===== config.mk =====
export PLATFORM = sky130hd
export DESIGN_NAME = load_store_unit
export DESIGN_NICKNAME = d
export VERILOG_FILES = /design/src/rtl/load_store_unit.sv
export SDC_FILE = /design/constraint.sdc
export NUM_CORES = 1
export LEC_CHECK = 0
export BUFFER_PORTS_ARGS = -buffer_cell sky130_fd_sc_hd__buf_4
export CAP_MARGIN = 20
export CORE_ASPECT_RATIO = 0.75
export CORE_MARGIN = 4
export CORE_UTILIZATION = 45
export DETAILED_ROUTE_END_ITERATION = 10
export PLACE_DENSITY = 0.75
export SETUP_SLACK_MARGIN = 0.05
export SKIP_CTS_REPAIR_TIMING = 1
export SYNTH_ARGS = -nofsm -noshare
export SYNTH_HDL_FRONTEND = slang
export SYNTH_SLANG_ARGS = --single-unit

===== constraint.sdc =====
create_clock -name clk -period 1.71 [get_ports clk]
set_input_delay 0.342 -clock clk [delete_from_list [all_inputs] [get_ports clk]]
set_output_delay 0.342 -clock clk [all_outputs]
set_load 0.01 [all_outputs]

===== src/rtl/load_store_unit.sv =====
// load_store_unit: RV32I load/store sequencer between a CPU request port and a sync-read RAM
// Ports: clk/rst_n (async active-low); req_* CPU request (valid/ready, we, funct3, addr, wdata);
// resp_* one-cycle completion (valid, rdata, err); mem_r_addr/mem_r_val RAM read port (1-cycle latency);
// mem_w_enable/mem_w_addr/mem_w_val/mem_byte_en RAM write port.
// Define LSU_MISALIGN_TRAP_EN to reject misaligned halfword/word accesses; otherwise they are aligned down.
module load_store_unit (
  input  logic        clk,
  input  logic        rst_n,
  input  logic        req_valid,
  output logic        req_ready,
  input  logic        req_we,
  input  logic [2:0]  req_funct3,
  input  logic [31:0] req_addr,
  input  logic [31:0] req_wdata,
  output logic        resp_valid,
  output logic [31:0] resp_rdata,
  output logic        resp_err,
  output logic [29:0] mem_r_addr,
  input  logic [31:0] mem_r_val,
  output logic        mem_w_enable,
  output logic [29:0] mem_w_addr,
  output logic [31:0] mem_w_val,
  output logic [3:0]  mem_byte_en
);
  typedef enum logic [2:0] {IDLE, WR, RD_ADDR, RD_DATA, RESP} state_t;
  state_t st, st_n;
  logic we_q, err_q, acc, ill, mis, err_n;
  logic [2:0] f3_q;
  logic [31:0] a_q, wd_q, rd_q, a_n, sb, sh, ld_ext;
  assign req_ready = (st == IDLE) || (st == RESP);
  assign acc = req_valid && req_ready;
  assign ill = req_we ? (req_funct3 >= 3'd3) : (req_funct3 == 3'd3 || req_funct3[2:1] == 2'b11);
  assign mis = (req_funct3[1:0] == 2'd1 && req_addr[0]) || (req_funct3[1:0] == 2'd2 && req_addr[1:0] != 2'b00);
`ifdef LSU_MISALIGN_TRAP_EN
  assign err_n = ill || mis;
  assign a_n = req_addr;
`else
  // halfword drops addr[0], word drops addr[1:0]; byte keeps both
  assign err_n = ill;
  assign a_n = {req_addr[31:2], req_addr[1] & ~req_funct3[1], req_addr[0] & ~(req_funct3[1] | req_funct3[0])};
`endif
  always_comb begin
    st_n = st;
    unique case (st)
      IDLE, RESP: st_n = acc ? (err_n ? RESP : (req_we ? WR : RD_ADDR)) : IDLE;
      WR:         st_n = RESP;
      RD_ADDR:    st_n = RD_DATA;
      RD_DATA:    st_n = RESP;
      default:    st_n = IDLE;
    endcase
  end
  assign sb = mem_r_val >> {a_q[1:0], 3'b000};
  assign sh = mem_r_val >> {a_q[1], 4'b0000};
  assign ld_ext = f3_q[1:0] == 2'd0 ? {{24{sb[7] & ~f3_q[2]}}, sb[7:0]} :
                  f3_q[1:0] == 2'd1 ? {{16{sh[15] & ~f3_q[2]}}, sh[15:0]} : mem_r_val;
  always_ff @(posedge clk or negedge rst_n) begin
    if (!rst_n) begin
      st    <= IDLE;
      we_q  <= 1'b0;
      err_q <= 1'b0;
      f3_q  <= 3'd0;
      a_q   <= 32'd0;
      wd_q  <= 32'd0;
      rd_q  <= 32'd0;
    end else begin
      st <= st_n;
      if (acc) begin
        we_q  <= req_we;
        err_q <= err_n;
        f3_q  <= req_funct3;
        a_q   <= a_n;
        wd_q  <= req_wdata;
        rd_q  <= 32'd0;
      end else if (st == RD_DATA) rd_q <= ld_ext;
    end
  end
  assign mem_r_addr   = a_q[31:2];
  assign mem_w_addr   = a_q[31:2];
  assign mem_w_enable = (st == WR) && we_q;
  // the RAM writes on byte enables alone, so they must stay zero outside WR
  assign mem_byte_en  = !mem_w_enable ? 4'b0000 :
                        f3_q[1:0] == 2'd0 ? 4'b0001 << a_q[1:0] :
                        f3_q[1:0] == 2'd1 ? (a_q[1] ? 4'b1100 : 4'b0011) : 4'b1111;
  assign mem_w_val    = f3_q[1:0] == 2'd0 ? {4{wd_q[7:0]}} :
                        f3_q[1:0] == 2'd1 ? {2{wd_q[15:0]}} : wd_q;
  assign resp_valid   = (st == RESP);
  assign resp_err     = resp_valid && err_q;
  assign resp_rdata   = resp_valid ? rd_q : 32'd0;
endmodule


# Yosys cells after proc, flatten, opt, wreduce, memory -nomap -nowiden
# Index checks and enable logic that the tools add are counted.
# totals
reg_bits	104
latchBits	0
ramBits	0
mem_bits_ro	0
in_bits	103
out_inout_bits	132
wordCells	52
mem_count	0
# classes
addsub	0
multipliers	0
div_mod_pow	0
magnitude_cmp	1
n_eq_ne	7
shift	3
muxes	16
bitwise_logic	8
n_reduce_logical	10
# ops
op	count
$mux 32	7
$shr 32x5->16	1
$shr 32x5->8	1
$mux 4	4
$eq 3x2->1 const B	3
$pmux 3 s3	1
$mux 3	2
$and 1x1->1	4
$reduce_or 2->1	2
$shl 1x2->4 const A	1
$eq 3x1->1 const B	1
$eq 3x3->1 const B	1
$ge 3x2->1 const B	1
$logic_and 1x1->1	3
$logic_not 3->1	1
$not 1->1	3
$eq 2x1->1 const B	1
$eq 2x2->1 const B	1
$logic_not 2->1	1
$logic_or 1x1->1	2
$mux 2	1
$reduce_bool 2->1	1
$mux 1	1
$or 1x1->1	1

# Longest topological paths before layout
# logic_depth
ltp_word	6
depth_mapped	6
depth_no_buf	4

# Least setup slack after synthesis
# No wires, ideal clock.
# synth_path
path_kind	reg2out
from	register st[0]
to	output mem_byte_en[0]
t_arrival_ps	1297
t_required_ps	1368
setup_slack_ps	71
stages_incl_launch_ff	4
n_path_buf	0
cell_sequence	dfrtp_1 > inv_1 > or4b_1 > a21oi_1
# synth_between
elab_chain_cells	3
# synth_lines
item	line	rtl
start: declaration	26	state_t st, st_n;
start signal: assignment	66	st <= st_n;
$eq 3x1->1	79	assign mem_w_enable = (st == WR) && we_q;
$logic_and 1x1->1	79	
$mux 4	81	assign mem_byte_en = !mem_w_enable ? 4'b0000 :
end: declaration	23	output logic [3:0] mem_byte_en
# No other way between the ends.

# Worst setup path after layout
# layout_path
from	register st[0]
to	output mem_byte_en[3]
# The elaborated chain is that of the path after synthesis.

==> results.cfg <==
[status]
outcome = finished with violations
violations = negative setup slack

[place]
gp_congestion = 0.9131
pre_cts_slack_ns = -0.04869
dpl_cell_area_mm2 = 0.007355
hpwl_um = 12870
io_buffers = 234

[finish]
fillers = 971
seqCellArea_mm2 = 0.002605
final_common_cell = buf_4
multi_input_area_mm2 = 0.002796
finalCoreUtilization_pct = 67.88
finalInstanceArea_mm2 = 0.008442
num-nets-final = 958
layout-drive-gt1-share_pct = 44.07
layout_common_cells = buf_4, nand2_1, dfrtp_1
diodes = 0
syn_to_final_growth_pct = 45.35

[worst_setup_path]
critPathSlowestCell = or4b_4
arrival_ns = 1.68
worstSetupStartpointType = register
r2r_start = f3_q[1]$_DFFE_PN0N_
max_stage_delay_ns = 0.62
worstSetupPathType = reg -> out
required_ns = 1.37
crit_chain = inv_2 -> or4b_4 -> a21oi_2 -> buf_4
worst-path-buf-inv = 2
startpoint = st[0]$_DFF_PN0_
path_delay_family = simple AND/OR/NAND/NOR gates
cp-end-kind = output port
path_max_fanout = 5

[global_routing]
track_usage_pct = 22.88
antenna_found_initial = 0
first_global_vias = 5242
grt_max_degree = 69
grt_overflow = 0
grt_pass1_wl_um = 27540

[detailed_routing]
drt-total-wl_um = 18700
drcViolationCount = 0
drtPass1Iterations = 6
first_iter_violations = 397
num_vias = 5516
viasPerCell = 5.376
drt-wirelength-per-cell_um = 18.22
ant_nets = 0

[timing]
slew_headroom_pct = 70.85
rsz0062_at_grt = yes
hold_viol_final = 0
timing.final.ws_setup_ns = -0.3091
setup_viol = 72
clock_skew_ns = 0.007350
drv_slew = 0
worst_slew_pin_slew_ns = 0.4262
holdWs_ns = 0.1796
setup_tns_ns = -12.17
fmaxAchievable_ghz = 0.4953
finalCriticalPeriod_ns = 2.019
period_share_pct = 118.1

[pwr]
pwr-share-clk_pct = 12.5
peakVddDrop_mv = 1.053
p_seq_share_pct = 27.7
comb_power_share_pct = 59.8
intPower_uw = 9501
swShare_pct = 42.22
power.density_mw_per_mm2 = 1948
p_switching_uw = 6943
p_leak_uw = 0.004495

[synth]
synth_top_area_share_pct = 44.81
postSynthAreaPerCell_um2 = 8.605
syn-cell-area_mm2 = 0.005808
synth_area_leader_cell = dfrtp_1
yosys_warnings = 0
synth_cells = 675
ys_types = 37
yosysSeqAreaShare_pct = 44.81
synth_seq_cells = 104
synth_area_leaders = dfrtp_1, nand2_1, buf_4
synth_fp_nets = 778

[die]
ios = 235
fp.dieH_um = 106.4
coreArea_mm2 = 0.01244
die_area_mm2 = 0.01481
start_util_pct = 46.70
rows = 35
dieWidth_um = 139.2

[clocking]
cts.sinks = 104
insertion_delay_ns = 0.34
cts_tree = built
clk_pin_slew_ns = 0.08
cts_made_buffers = 9
clockRootBuffer = clkbuf_16
clockBufferDepth = 2
cts_max_level = 3

[hold_path]
hp-start = req_addr[15]
hold_path.class = in -> reg

[run]
drv_cap = 0
routing by layer:
layer / part of all wire (%) / routed length, um / global-route usage, %
met5: 0 / 0 / 0
met4: 1.6 / 293 / 6.704
met3: 7.4 / 1389 / 5.576
met2: 49 / 9138 / 35.76
met1: 42 / 7876 / 31.78
Yosys cell counts, drive strengths merged:
cell type,count
buf,88
clkbuf,26
a21oi,24
o21ai,13
mux4,7
a22o,8
o221ai,2
mux2i,11
inv,18
a2111oi,1
or2,1
a221o,8
nor3,2
nand2b,6
nor2,21
o2bb2ai,24
nor3b,1
o21ba,2
and2,3
or4b,1
dfrtp,104
nand3,2
o32ai,7
a22oi,1
a211oi,1
mux2,8
o22a,1
and3,33
o22ai,7
nand3b,2
nand2,239
nor2b,1
o21bai,2
cell type report:
cell class              instances  area share, %
inverters                      18         0.8448
clock inverters                 6         0.7262
repair buffers                283          29.15
well taps                     166          2.460
clock buffers                  10          2.831
multi-input cells             439          33.13
flip-flops and latches        104          30.86
worst min-delay path: cells and delay by family:
kind,cells,cell delay (ns)
buffers and inverters,1,0.08
AND/OR/NAND/NOR,2,0.07
power groups by stage:
| stage | combinational [uW] | sequential [uW] | clock (uW) |
|---|---|---|---|
| after floorplan | 5330 | 4110 | 0 |
| after CTS | 7830 | 4380 | 2090 |
| final | 9830 | 4560 | 2060 |
| after detailed placement | 7810 | 4410 | 0 |
| after global placement | 7650 | 4340 | 0 |
| after global routing | 10600 | 4700 | 2210 |
path summary, 6_finish.rpt:
kind	slack (ns)	end	cells past startpoint
min in group asynchronous	0.47	rd_q[22]$_DFFE_PN0P_	2
max in group asynchronous	0.67	f3_q[1]$_DFFE_PN0N_	3
worst max register to register	-0.05	rd_q[8]$_DFFE_PN0P_	7
worst max-delay path	-0.31	mem_byte_en[3]	4
worst min register to register	0.48	err_q$_DFFE_PN0N_	2
worst min-delay path	0.18	a_q[15]$_DFFE_PN0N_	3
stage by stage:
| stage | instances | total power, uW |
|---|---|---|
| 5_1_grt | 1026 | 17480 |
| 2_1_floorplan | 675 | 9433 |
| 4_1_cts | 1001 | 14300 |
| 3_5_place_dp | 985 | 12220 |
| 6_report | 1026 | 16440 |
| 3_3_place_gp | 985 | 11990 |
sequential cells by signal, indices dropped and copies added (netlist names):
name   count
a_q       32
err_q      1
f3_q       3
rd_q      32
st         3
wd_q      32
we_q       1
logic make-up after synthesis:
| family | share of synthesized area [%] |
|---|---|
| muxes | 6.161 |
| AOI/OAI and AO/OA | 12.95 |
| and+or+nand+nor | 22.71 |
| buffers and inverters | 13.38 |
| DFF | 44.81 |
Power figures use the tool's default switching activity.
